==> config.mk <==
export PLATFORM = sky130hd
export DESIGN_NAME = mem_access_unit
export DESIGN_NICKNAME = d
export VERILOG_FILES = /design/src/rtl/mem_access_unit.sv
export SDC_FILE = /design/constraint.sdc
export NUM_CORES = 1
export LEC_CHECK = 0
export CORE_MARGIN = 2
export CORE_UTILIZATION = 38
export CTS_BUF_LIST = sky130_fd_sc_hd__clkbuf_8
export DETAILED_ROUTE_END_ITERATION = 10
export MAX_ROUTING_LAYER = met4
export SYNTH_ARGS = -nofsm -noshare
export SYNTH_HDL_FRONTEND = slang
export SYNTH_SLANG_ARGS = --single-unit
==> constraint.sdc <==
create_clock -name clk -period 3.08 [get_ports clk]
set_clock_uncertainty 0.1 [all_clocks]
set_input_delay 0.77 -clock clk [delete_from_list [all_inputs] [get_ports clk]]
set_output_delay 0.77 -clock clk [all_outputs]
set_load 0.02 [all_outputs]
==> src/rtl/mem_access_unit.sv <==
// rtl/mem_access_unit.sv - load/store sequencer: one request -> one or two word beats
// Handles misaligned accesses that cross a word boundary and extends load data.
module mem_access_unit #(
   parameter int XLEN   = 32,
   parameter int ADDR_W = 32
) (
   input  logic              clk,
   input  logic              rst_n,
   input  logic              req_valid,
   output logic              req_ready,
   input  logic              req_we,
   input  logic [1:0]        req_size,
   input  logic              req_unsigned,
   input  logic [ADDR_W-1:0] req_addr,
   input  logic [XLEN-1:0]   req_wdata,
   output logic              mem_valid,
   input  logic              mem_ready,
   output logic              mem_we,
   output logic [ADDR_W-1:0] mem_addr,
   output logic [3:0]        mem_be,
   output logic [XLEN-1:0]   mem_wdata,
   input  logic [XLEN-1:0]   mem_rdata,
   output logic              rsp_valid,
   output logic [XLEN-1:0]   rsp_rdata
);

   typedef enum logic [1:0] {IDLE, ACC0, ACC1, RESP} state_t;

   state_t state, state_nx;

   logic              we_q, uns_q;
   logic [1:0]        size_q;
   logic [ADDR_W-1:0] addr_q;
   logic [XLEN-1:0]   wdata_q, buf_lo, rsp_q;

   logic [1:0]        off;
   logic [2:0]        nb;
   logic [7:0]        mask8;
   logic [63:0]       wd64;
   logic              span;
   logic [ADDR_W-1:0] word_addr;
   logic [63:0]       data64;
   logic [31:0]       shifted;
   logic [31:0]       load_ext;
   logic              load_rsp;

   assign off       = addr_q[1:0];
   assign wd64      = {32'b0, wdata_q} << {off, 3'b000};
   assign span      = ({1'b0, off} + nb) > 3'd4;
   assign word_addr = {addr_q[ADDR_W-1:2], 2'b00};

   always_comb begin
      nb    = 3'd4;
      mask8 = 8'h0F;
      case (size_q)
         2'b00: begin nb = 3'd1; mask8 = 8'h01; end
         2'b01: begin nb = 3'd2; mask8 = 8'h03; end
         default: begin nb = 3'd4; mask8 = 8'h0F; end
      endcase
      mask8 = mask8 << off;
   end

   // Non-spanning accesses see an all-zero upper word, so buf_hi never needs storing.
   assign data64  = (state == ACC1) ? {mem_rdata, buf_lo} : {32'b0, mem_rdata};
   assign shifted = 32'(data64 >> {off, 3'b000});

   always_comb begin
      load_ext = shifted;
      case (size_q)
         2'b00: load_ext = uns_q ? {24'b0, shifted[7:0]} : {{24{shifted[7]}}, shifted[7:0]};
         2'b01: load_ext = uns_q ? {16'b0, shifted[15:0]} : {{16{shifted[15]}}, shifted[15:0]};
         default: load_ext = shifted;
      endcase
   end

   always_comb begin
      state_nx  = state;
      load_rsp  = 1'b0;
      req_ready = 1'b0;
      mem_valid = 1'b0;
      rsp_valid = 1'b0;
      mem_addr  = word_addr;
      mem_be    = mask8[3:0];
      mem_wdata = wd64[31:0];
      case (state)
         IDLE: begin
            req_ready = 1'b1;
            if (req_valid) state_nx = ACC0;
         end
         ACC0: begin
            mem_valid = 1'b1;
            if (mem_ready) begin
               state_nx = span ? ACC1 : RESP;
               load_rsp = !span;
            end
         end
         ACC1: begin
            mem_valid = 1'b1;
            mem_addr  = word_addr + ADDR_W'(4);
            mem_be    = mask8[7:4];
            mem_wdata = wd64[63:32];
            if (mem_ready) begin
               state_nx = RESP;
               load_rsp = 1'b1;
            end
         end
         RESP: begin
            rsp_valid = 1'b1;
            state_nx  = IDLE;
         end
         default: state_nx = IDLE;
      endcase
   end

   assign mem_we    = we_q;
   assign rsp_rdata = rsp_q;

   always_ff @(posedge clk or negedge rst_n) begin
      if (!rst_n) begin
         state   <= IDLE;
         we_q    <= 1'b0;
         uns_q   <= 1'b0;
         size_q  <= 2'b00;
         addr_q  <= '0;
         wdata_q <= '0;
         buf_lo  <= '0;
         rsp_q   <= '0;
      end else begin
         state <= state_nx;
         if (state == IDLE && req_valid) begin
            we_q    <= req_we;
            uns_q   <= req_unsigned;
            size_q  <= req_size;
            addr_q  <= req_addr;
            wdata_q <= req_wdata;
         end
         if (state == ACC0 && mem_ready) buf_lo <= mem_rdata;
         if (load_rsp) rsp_q <= we_q ? '0 : load_ext;
      end
   end

endmodule

### Word level (Yosys, flattened, before mapping)

Index checks and enable logic that the tools add are counted.

* register bits: 134
* bits in latches: 0
* bits in writable memories: 0
* bits in read-only memories: 0
* input bits: 104
* output and inout bits: 104
* word-level logic and storage cells: 49
* memories kept: 0

* $add $sub $neg: 2
* multipliers: 0
* divide/modulo/power cells: 0
* magnitude comparators: 1
* equality and inequality tests: 7
* shift operators: 3
* multiplexer cells: 21
* bitwise logic cells: 0
* reductions and logical operators: 7

Operators by type and width (count)
* $mux 32: 5
* $mux 64: 1
* $pmux 32 s2: 1
* $shl 32x5->64: 1
* $shr 64x5->32: 1
* $add 32x3->32 const B: 1
* $pmux 2 s4: 1
* $pmux 4 s2: 1
* $shl 8x2->8: 1
* $mux 1: 6
* $mux 2: 3
* $ne 2x2->1 const B: 3
* $pmux 3 s2: 1
* $eq 2x1->1 const B: 2
* $eq 2x2->1 const B: 2
* $logic_not 2->1: 2
* $mux 4: 1
* $add 2x3->3: 1
* $gt 3x3->1 const B: 1
* $reduce_and 3->1: 1
* $logic_and 1x1->1: 2
* $pmux 1 s2: 1
* $reduce_or 2->1: 1
* $logic_not 1->1: 1

### Longest topological paths before layout

Gate-level depths: netlist of run 1.

* word-level depth: 7
* mapped depth: 11

### Worst setup path after synthesis of run 1

OpenSTA, ideal clock, no wires.

* kind: register to output
* start: register state[0]
* end: output mem_addr[19]
* arrival time: 2093 ps
* required time: 2210 ps
* slack: 117 ps
* cell stages (with the launch flop): 9
* buffers on the path: 1
* cells stage by stage: dfrtp_1 inv_1 ha_1 buf_6 and4_1 nand3_1 nor4_2 nand4_1 xnor2_1

* longest elaborated chain between the ends: 2

Ends and longest elaborated chain
* from (decl): line 29 `state_t state, state_nx;`
* from (signal assigned): line 129 `state <= state_nx;`
* $eq 2x2->1: line 85 `case (state)`
* $mux 32: line 85
* to (decl): line 19 `output logic [ADDR_W-1:0] mem_addr,`

No other way between the ends.

### Worst setup path in the final report of run 1

* start: register state[0]
* end: output mem_addr[28]

The elaborated chain is that of the path after synthesis.

==> results.cfg, run 1 <==
[cts]
htree_levels = 4
clock_insertion_delay_worst_skew_ns = 0.44
cts_hold_buf = 0
cts_root_buf = sky130_fd_sc_hd__clkbuf_8
cts_buffers = 17
tritoncts = built
worst_setup_hold_path_clk_slew_ns = 0.08
max_root_sink_buffers = 2
clock_sinks = 134

[global_routing]
global_route_wire_length_before_repair_mm = 38.2
grt_util_all_layers = 0.225
antenna_found_initial = 0
first_global_vias = 6988
global_route.overflow_total = 0
grt_start_max_net_pins = 69

[worst_setup_path]
startpoint_type = register
cp_slowest_stage_delay_ns = 0.40
crit_type = register to primary output
path_max_fanout = 4
critical_path_arrival_ns = 2.29
crit_path_top_delay_cell = sky130_fd_sc_hd__dfrtp_1
endpoint_kind = primary output
path_cells = inv_2, ha_4, and4_4, buf_6, and3_4, nand4_1, nor2_1, xor2_1, buf_4
worstPathRequired_ns = 2.21

[timing]
setup_total_negative_slack_ns = -0.376
setup_viol = 7
fmax_mhz = 317
final_max_slew_viol_count = 0
actual_transition_at_the_worst_max_transition_pin_ns = 0.627
final_min_period_over_clock_period = 1.03
timing.slew.headroom = 0.582
layout_setup_ws_ns = -0.0794
final_hold_viol_count = 0
timing.final.crit_period_ns = 3.16
grt_setup_unrepaired = yes

[worst_hold_path]
timing.hold.worst.class = input pin to asynchronous set/reset pin

[synthesis]
async_reset_ff_frac = 1.00
ys_seq_area_frac = 0.412
synth-edff-count = 0
synth_common_cells = sky130_fd_sc_hd__dfrtp_1 (134), sky130_fd_sc_hd__mux2_2 (114), sky130_fd_sc_hd__nand2_1 (75), sky130_fd_sc_hd__mux2i_1 (55), sky130_fd_sc_hd__nor2_1 (37)
syn_avg_cell_area_um2 = 10.6
netlist.top_cell.by_area = sky130_fd_sc_hd__dfrtp_1
postSynthRegisterBits = 134
synth_cells = 766
yosys-top-cells-area = sky130_fd_sc_hd__dfrtp_1 (41%), sky130_fd_sc_hd__mux2_2 (16%), sky130_fd_sc_hd__mux2i_1 (6.8%)
synth_largest_type_area_fraction = 0.412
synthDistinctLibCells = 60
yosys_warnings = 0
syn-cell-area_mm2 = 0.00813
ys.flop_type = sky130_fd_sc_hd__dfrtp_1
yosysMostFrequentCell = sky130_fd_sc_hd__dfrtp_1

[route]
number_of_drc_violations_after_detailed_routing = 0
post_drt_via_cell_ratio = 5.42
wire_per_inst_um = 18.8
drt_pre_antenna_iters = 5
starting_drc_count_in_detailed_routing = 323
num_vias = 6950
drtAntennaViolNets = 0
wirelength_mm = 24.1

[floorplanning]
coreArea_mm2 = 0.0210
dieArea_mm2 = 0.0226
initial_core_utilization = 0.387
die_h_um = 150
pin_count = 208
die-width_um = 150
placement_row_count = 53

[final_layout]
area.growth.synth_to_final_pct = 38.4
final_layout_size_suffix_gt1_frac = 0.301
nets = 1109
antenna-diode-count = 0

[placement]
numPortBuffers = 205
place_hpwl_mm = 17.5
dp_worst_setup_slack_ns = -0.208
final_weighted_congestion_of_routability_driven_global_placement = 0.874

[job]
drv_cap = 0

[power_and_ir_drop]
leakage_nw = 4.81
post-layout-total-power_mw = 13.2
powerDensity_mw_per_mm2 = 1170
peakVddDrop_mv = 0.776

[status]
violations_in_the_final_reports = setup timing
status = complete, but fails checks
## stage by stage
step / utilization / hold WS, ns / area (um2) / cells
after floorplan: - / 0.370 / 8130 / 767
after global placement: 0.512 / 0.367 / 10800 / 1248
after CTS: 0.531 / 0.201 / 11200 / 1281
final: 0.535 / 0.185 / 11200 / 1283
after global routing: 0.535 / 0.203 / 11200 / 1283
after detailed placement: 0.512 / 0.378 / 10800 / 1248
## power breakdown
part / switching (mW) / internal, mW / total (mW)
Combinational: 4.38 / 3.77 / 8.15
Clock: 0.724 / 0.922 / 1.65
Sequential: 0.768 / 2.63 / 3.40
Total: 5.87 / 7.32 / 13.2
## cells by family (layout without fill, tap and decap cells)
group,after synthesis,count (layout),synth area share
buffers and inverters,65,306,0.0376
multiplexers,178,178,0.250
AO/OA/AOI/OAI,154,154,0.137
other,1,2,0.000461
AND/OR/NAND/NOR,195,195,0.115
XOR/XNOR,30,30,0.0332
adder cells (fa/ha/maj),9,9,0.0148
flip-flops,134,134,0.412
## repair_timing
item                                    in CTS  in global routing
pin swaps                                    5                 19
setup buffers                                2                  3
endpoints found under the setup margin      66                 44
endpoints found under the hold margin        0                  0
resized for setup                          270                 56
## path summary, 6_finish.rpt
path,start,cells after the start,slack [ns],endpoint
setup / recovery,state[0],9,-0.08,mem_addr[28]
hold / removal,rst_n,1,0.19,buf_lo[5]
setup reg to reg,size_q[1],11,0.42,rsp_rdata[18]
hold reg to reg,rsp_rdata[1],2,0.38,rsp_rdata[1]
max in group asynchronous,rst_n,2,1.90,addr_q[6]
min in group clk,rsp_rdata[1],2,0.38,rsp_rdata[1]
## worst max-delay path, delay by kind of cell (launching register included)
| kind | cells | cell delay (ns) |
|---|---|---|
| DFF | 1 | 0.40 |
| adders and majority gates | 1 | 0.16 |
| and+or+nand+nor | 4 | 0.79 |
| xor gates and xnor gates | 1 | 0.16 |
| buffers and inverters | 3 | 0.34 |
## layout by cell type (no fill, tap or decap), types with 10 or more instances in the layout
cell type / n
sky130_fd_sc_hd__buf_6: 11
sky130_fd_sc_hd__a211oi_1: 16
sky130_fd_sc_hd__and2_1: 11
sky130_fd_sc_hd__xnor2_1: 18
sky130_fd_sc_hd__dfrtp_1: 132
sky130_fd_sc_hd__mux2i_1: 55
sky130_fd_sc_hd__nor2_1: 33
sky130_fd_sc_hd__mux2_2: 114
sky130_fd_sc_hd__o22ai_1: 12
sky130_fd_sc_hd__nand4_1: 11
sky130_fd_sc_hd__buf_4: 73
sky130_fd_sc_hd__a21oi_1: 16
sky130_fd_sc_hd__a22o_1: 13
sky130_fd_sc_hd__clkbuf_8: 19
sky130_fd_sc_hd__clkdlybuf4s50_1: 137
sky130_fd_sc_hd__a22oi_1: 20
sky130_fd_sc_hd__dlygate4sd2_1: 10
sky130_fd_sc_hd__buf_2: 14
sky130_fd_sc_hd__nand3_1: 20
sky130_fd_sc_hd__o21ai_0: 33
sky130_fd_sc_hd__nand2_1: 73
## registers in the layout (all words and copies together) (netlist names)
register / flops
size_q: 2
addr_q: 32
buf_lo: 32
state: 2
mem_we: 1
uns_q: 1
wdata_q: 32
rsp_rdata: 32
## area by class of cell
cell class | instances | area [um2]
flip-flops and latches | 134 | 3360
repair buffers | 265 | 2450
clock inverters | 12 | 175
fillers | 1962 | 9770
inverters | 10 | 41.3
clock buffers | 19 | 262
multi-input cells | 568 | 4620
well taps | 275 | 344
## per-layer routing
metal | part of all wire | vias to the layer above | global-route usage
met4 | 0.019 | 0 | 0.0585
met1 | 0.43 | 3413 | 0.286
met5 | 0 | - | -
met2 | 0.47 | 240 | 0.348
li1 | - | 3267 | -
met3 | 0.082 | 30 | 0.0730
No activity file was read; power rests on OpenSTA's default activity.
==> run 2, diff against run 1 <==
- ABC_AREA: unset -> 1
==> run 2 against run 1 <==
Net effect: the flow now finishes without violations; sequential share of layout area decreased by 0.14 points; die area grew 3.1%; power shrank 2.5%; largest cell class unchanged; largest power group unchanged.
==> results.cfg, run 2 <==
[synthesis]
ys.flop_type = sky130_fd_sc_hd__dfrtp_1
netlist.top_cell.by_area = sky130_fd_sc_hd__dfrtp_1
yosysMostFrequentCell = sky130_fd_sc_hd__nand2_1
synth_largest_type_area_fraction = 0.400
syn_avg_cell_area_um2 = 7.29
postSynthRegisterBits = 134
synth-edff-count = 0
syn-cell-area_mm2 = 0.00839
synth_common_cells = sky130_fd_sc_hd__nand2_1 (380), sky130_fd_sc_hd__dfrtp_1 (134), sky130_fd_sc_hd__nor2_1 (113), sky130_fd_sc_hd__a21oi_1 (87), sky130_fd_sc_hd__nand3_1 (83)
yosys-top-cells-area = sky130_fd_sc_hd__dfrtp_1 (40%), sky130_fd_sc_hd__nand2_1 (17%), sky130_fd_sc_hd__mux2_2 (6.6%)
ys_seq_area_frac = 0.400
async_reset_ff_frac = 1.00
yosys_warnings = 0
synthDistinctLibCells = 36
synth_cells = 1151

[status]
status = completed

[placement]
dpl.cell_count = 1623
placedInstanceArea_mm2 = 0.0109
place_hpwl_mm = 19.6
numPortBuffers = 205
final_weighted_congestion_of_routability_driven_global_placement = 0.844

[route]
wl_met1_mm = 12.2
starting_drc_count_in_detailed_routing = 591
post_drt_via_cell_ratio = 5.05
drt_pre_antenna_iters = 5
num_vias = 8404
number_of_drc_violations_after_detailed_routing = 0
dr_wl_met2_mm = 12.8
wire_per_inst_um = 16.1
wirelength_mm = 26.8
top_layer = met4
drtAntennaViolNets = 0
detailroute.wirelength.met3_mm = 1.43

[global_routing]
global_route_wire_length_before_repair_mm = 43.8
global_route.overflow_total = 0
first_global_vias = 8494
antenna_found_initial = 2
grt_util_all_layers = 0.240
grt_start_max_net_pins = 65

[cts]
htree_levels = 4
tritoncts = built
cts_hold_buf = 0
worst_setup_hold_path_clk_slew_ns = 0.08
cts_buffers = 17
cts_root_buf = sky130_fd_sc_hd__clkbuf_8
clock_sinks = 134
max_root_sink_buffers = 2
clock_insertion_delay_worst_skew_ns = 0.46

[worst_setup_path]
crit_type = register to primary output
worstPathRequired_ns = 2.21
critical_path.reg2reg.startpoint = addr_q[1]
startpoint_type = register
crit_family = buffers and inverters
endpoint = mem_addr[17]
reg2reg_setup_slack_ns = 0.36
cp_slowest_stage_delay_ns = 0.40
crit_buf_inv = 5
endpoint_kind = primary output
crit_path_top_delay_cell = sky130_fd_sc_hd__dfrtp_1
critical_path_arrival_ns = 2.17
path_common_cell = sky130_fd_sc_hd__buf_6
path_max_fanout = 4
worst_r2r_endpoint = rsp_rdata[11]
path_cells = inv_2, ha_4, inv_4, nor3_4, buf_6, nand3_4, nor2_4, buf_6, nand2_4, xnor2_2, buf_4
timing.critical_path.depth = 11
crit_path_from = state[0]
r2r_cells = 12

[floorplanning]
dieArea_mm2 = 0.0233
die_h_um = 153
coreArea_mm2 = 0.0218
initial_core_utilization = 0.386
placement_row_count = 54
die-width_um = 153
pin_count = 208

[timing]
final_max_slew_viol_count = 0
grt_setup_unrepaired = yes
setup_viol = 0
actual_transition_at_the_worst_max_transition_pin_ns = 0.678
timing.slew.headroom = 0.547
fmax_mhz = 329
final_min_period_over_clock_period = 0.988
final_hold_viol_count = 0
holdWs_ns = 0.0568
timing.final.crit_period_ns = 3.04

[final_layout]
final_layout_size_suffix_gt1_frac = 0.177
final_core_occ = 0.519
final_cell_mix = sky130_fd_sc_hd__nand2_1 (375), sky130_fd_sc_hd__clkdlybuf4s50_1 (138), sky130_fd_sc_hd__dfrtp_1 (132)
final-seq-area_mm2 = 0.00336
nets = 1481
final_design_area_no_fill_mm2 = 0.0113
area.growth.synth_to_final_pct = 34.6
layout_commonest_cell = sky130_fd_sc_hd__nand2_1
multi_input_area_mm2 = 0.00456
final-instance-count-excl-fill = 1663
filler_cell_count = 2194

[power_and_ir_drop]
leakage_nw = 5.48
post-layout-total-power_mw = 12.9
internal-power_mw = 6.47
sw_frac = 0.497
clockPowerShare = 0.114
sequentialPowerShare = 0.249
power_switching_mw = 6.40
powerDensity_mw_per_mm2 = 1140
combinationalPowerShare = 0.637
peakVddDrop_mv = 0.587

[job]
drv_cap = 0

[worst_hold_path]
timing.hold.worst.class = input pin to asynchronous set/reset pin
## run 2: worst reg2reg max path, delay by kind of cell (launching register included)
family	cells	cell delay, ns
AND/OR/NAND/NOR	7	0.61
buffers and inverters	4	0.95
adder cells (fa/ha/maj)	1	0.47
flip-flops	1	0.50
## run 2: layout make-up
class	instances	share of cell area
multi-input cells	879	0.404
flip-flops and latches	134	0.297
repair buffers	263	0.210
well taps	280	0.0310
inverters	73	0.0245
clock buffers	17	0.0207
clock inverters	15	0.0126
diodes	2	0.000443
## run 2: worst min path at each step
| stage | endpoint | slack (ns) |
|---|---|---|
| 6_report | rsp_rdata[13] | 0.06 |
| 5_1_grt | rsp_rdata[10] | 0.05 |
| 4_1_cts | rsp_rdata[27] | 0.05 |
| 3_5_place_dp | buf_lo[29] | 0.36 |
| 3_3_place_gp | buf_lo[28] | 0.36 |
| 2_1_floorplan | buf_lo[24] | 0.34 |
## run 2: metrics by stage
step | worst slack (ns) | setup TNS, ns
detailed placement | -0.0162 | -0.0179
CTS | -0.111 | -0.355
global route | -0.117 | -0.679
floorplan | 0.336 | 0
finish | 0.0373 | 0
global placement | 0.00754 | 0
## run 2: timing repair
| action | CTS | global route |
|---|---|---|
| pin swaps | 4 | 12 |
| setup endpoints to repair | 66 | 61 |
| gates resized for setup | 232 | 65 |
| buffers inserted | 3 | 3 |
## run 2: kinds of logic (layout without fill, tap and decap cells)
logic type,Yosys count,after routing,share of synthesized area
XOR/XNOR,20,20,0.0209
multiplexers,49,49,0.0658
buffers and inverters,139,368,0.0749
AO/OA/AOI/OAI,191,191,0.122
AND/OR/NAND/NOR,608,608,0.302
flip-flops,134,134,0.400
adder cells (fa/ha/maj),9,9,0.0143
other,1,4,0.000447
## run 2: layer usage
metal  GRT usage  vias up
met5           -        -
met4      0.0631        0
met3      0.0503       29
met2       0.384      247
met1       0.311     3953
li1            -     4175
## run 2: power groups by stage
stage | Combinational (mW) | Clock, mW | Sequential (mW)
after floorplan | 5.13 | 0 | 3.31
after global placement | 8.44 | 0 | 3.20
after detailed placement | 8.49 | 0 | 3.22
after CTS | 8.20 | 1.50 | 3.20
after global routing | 9.05 | 1.58 | 3.33
final | 8.20 | 1.46 | 3.21
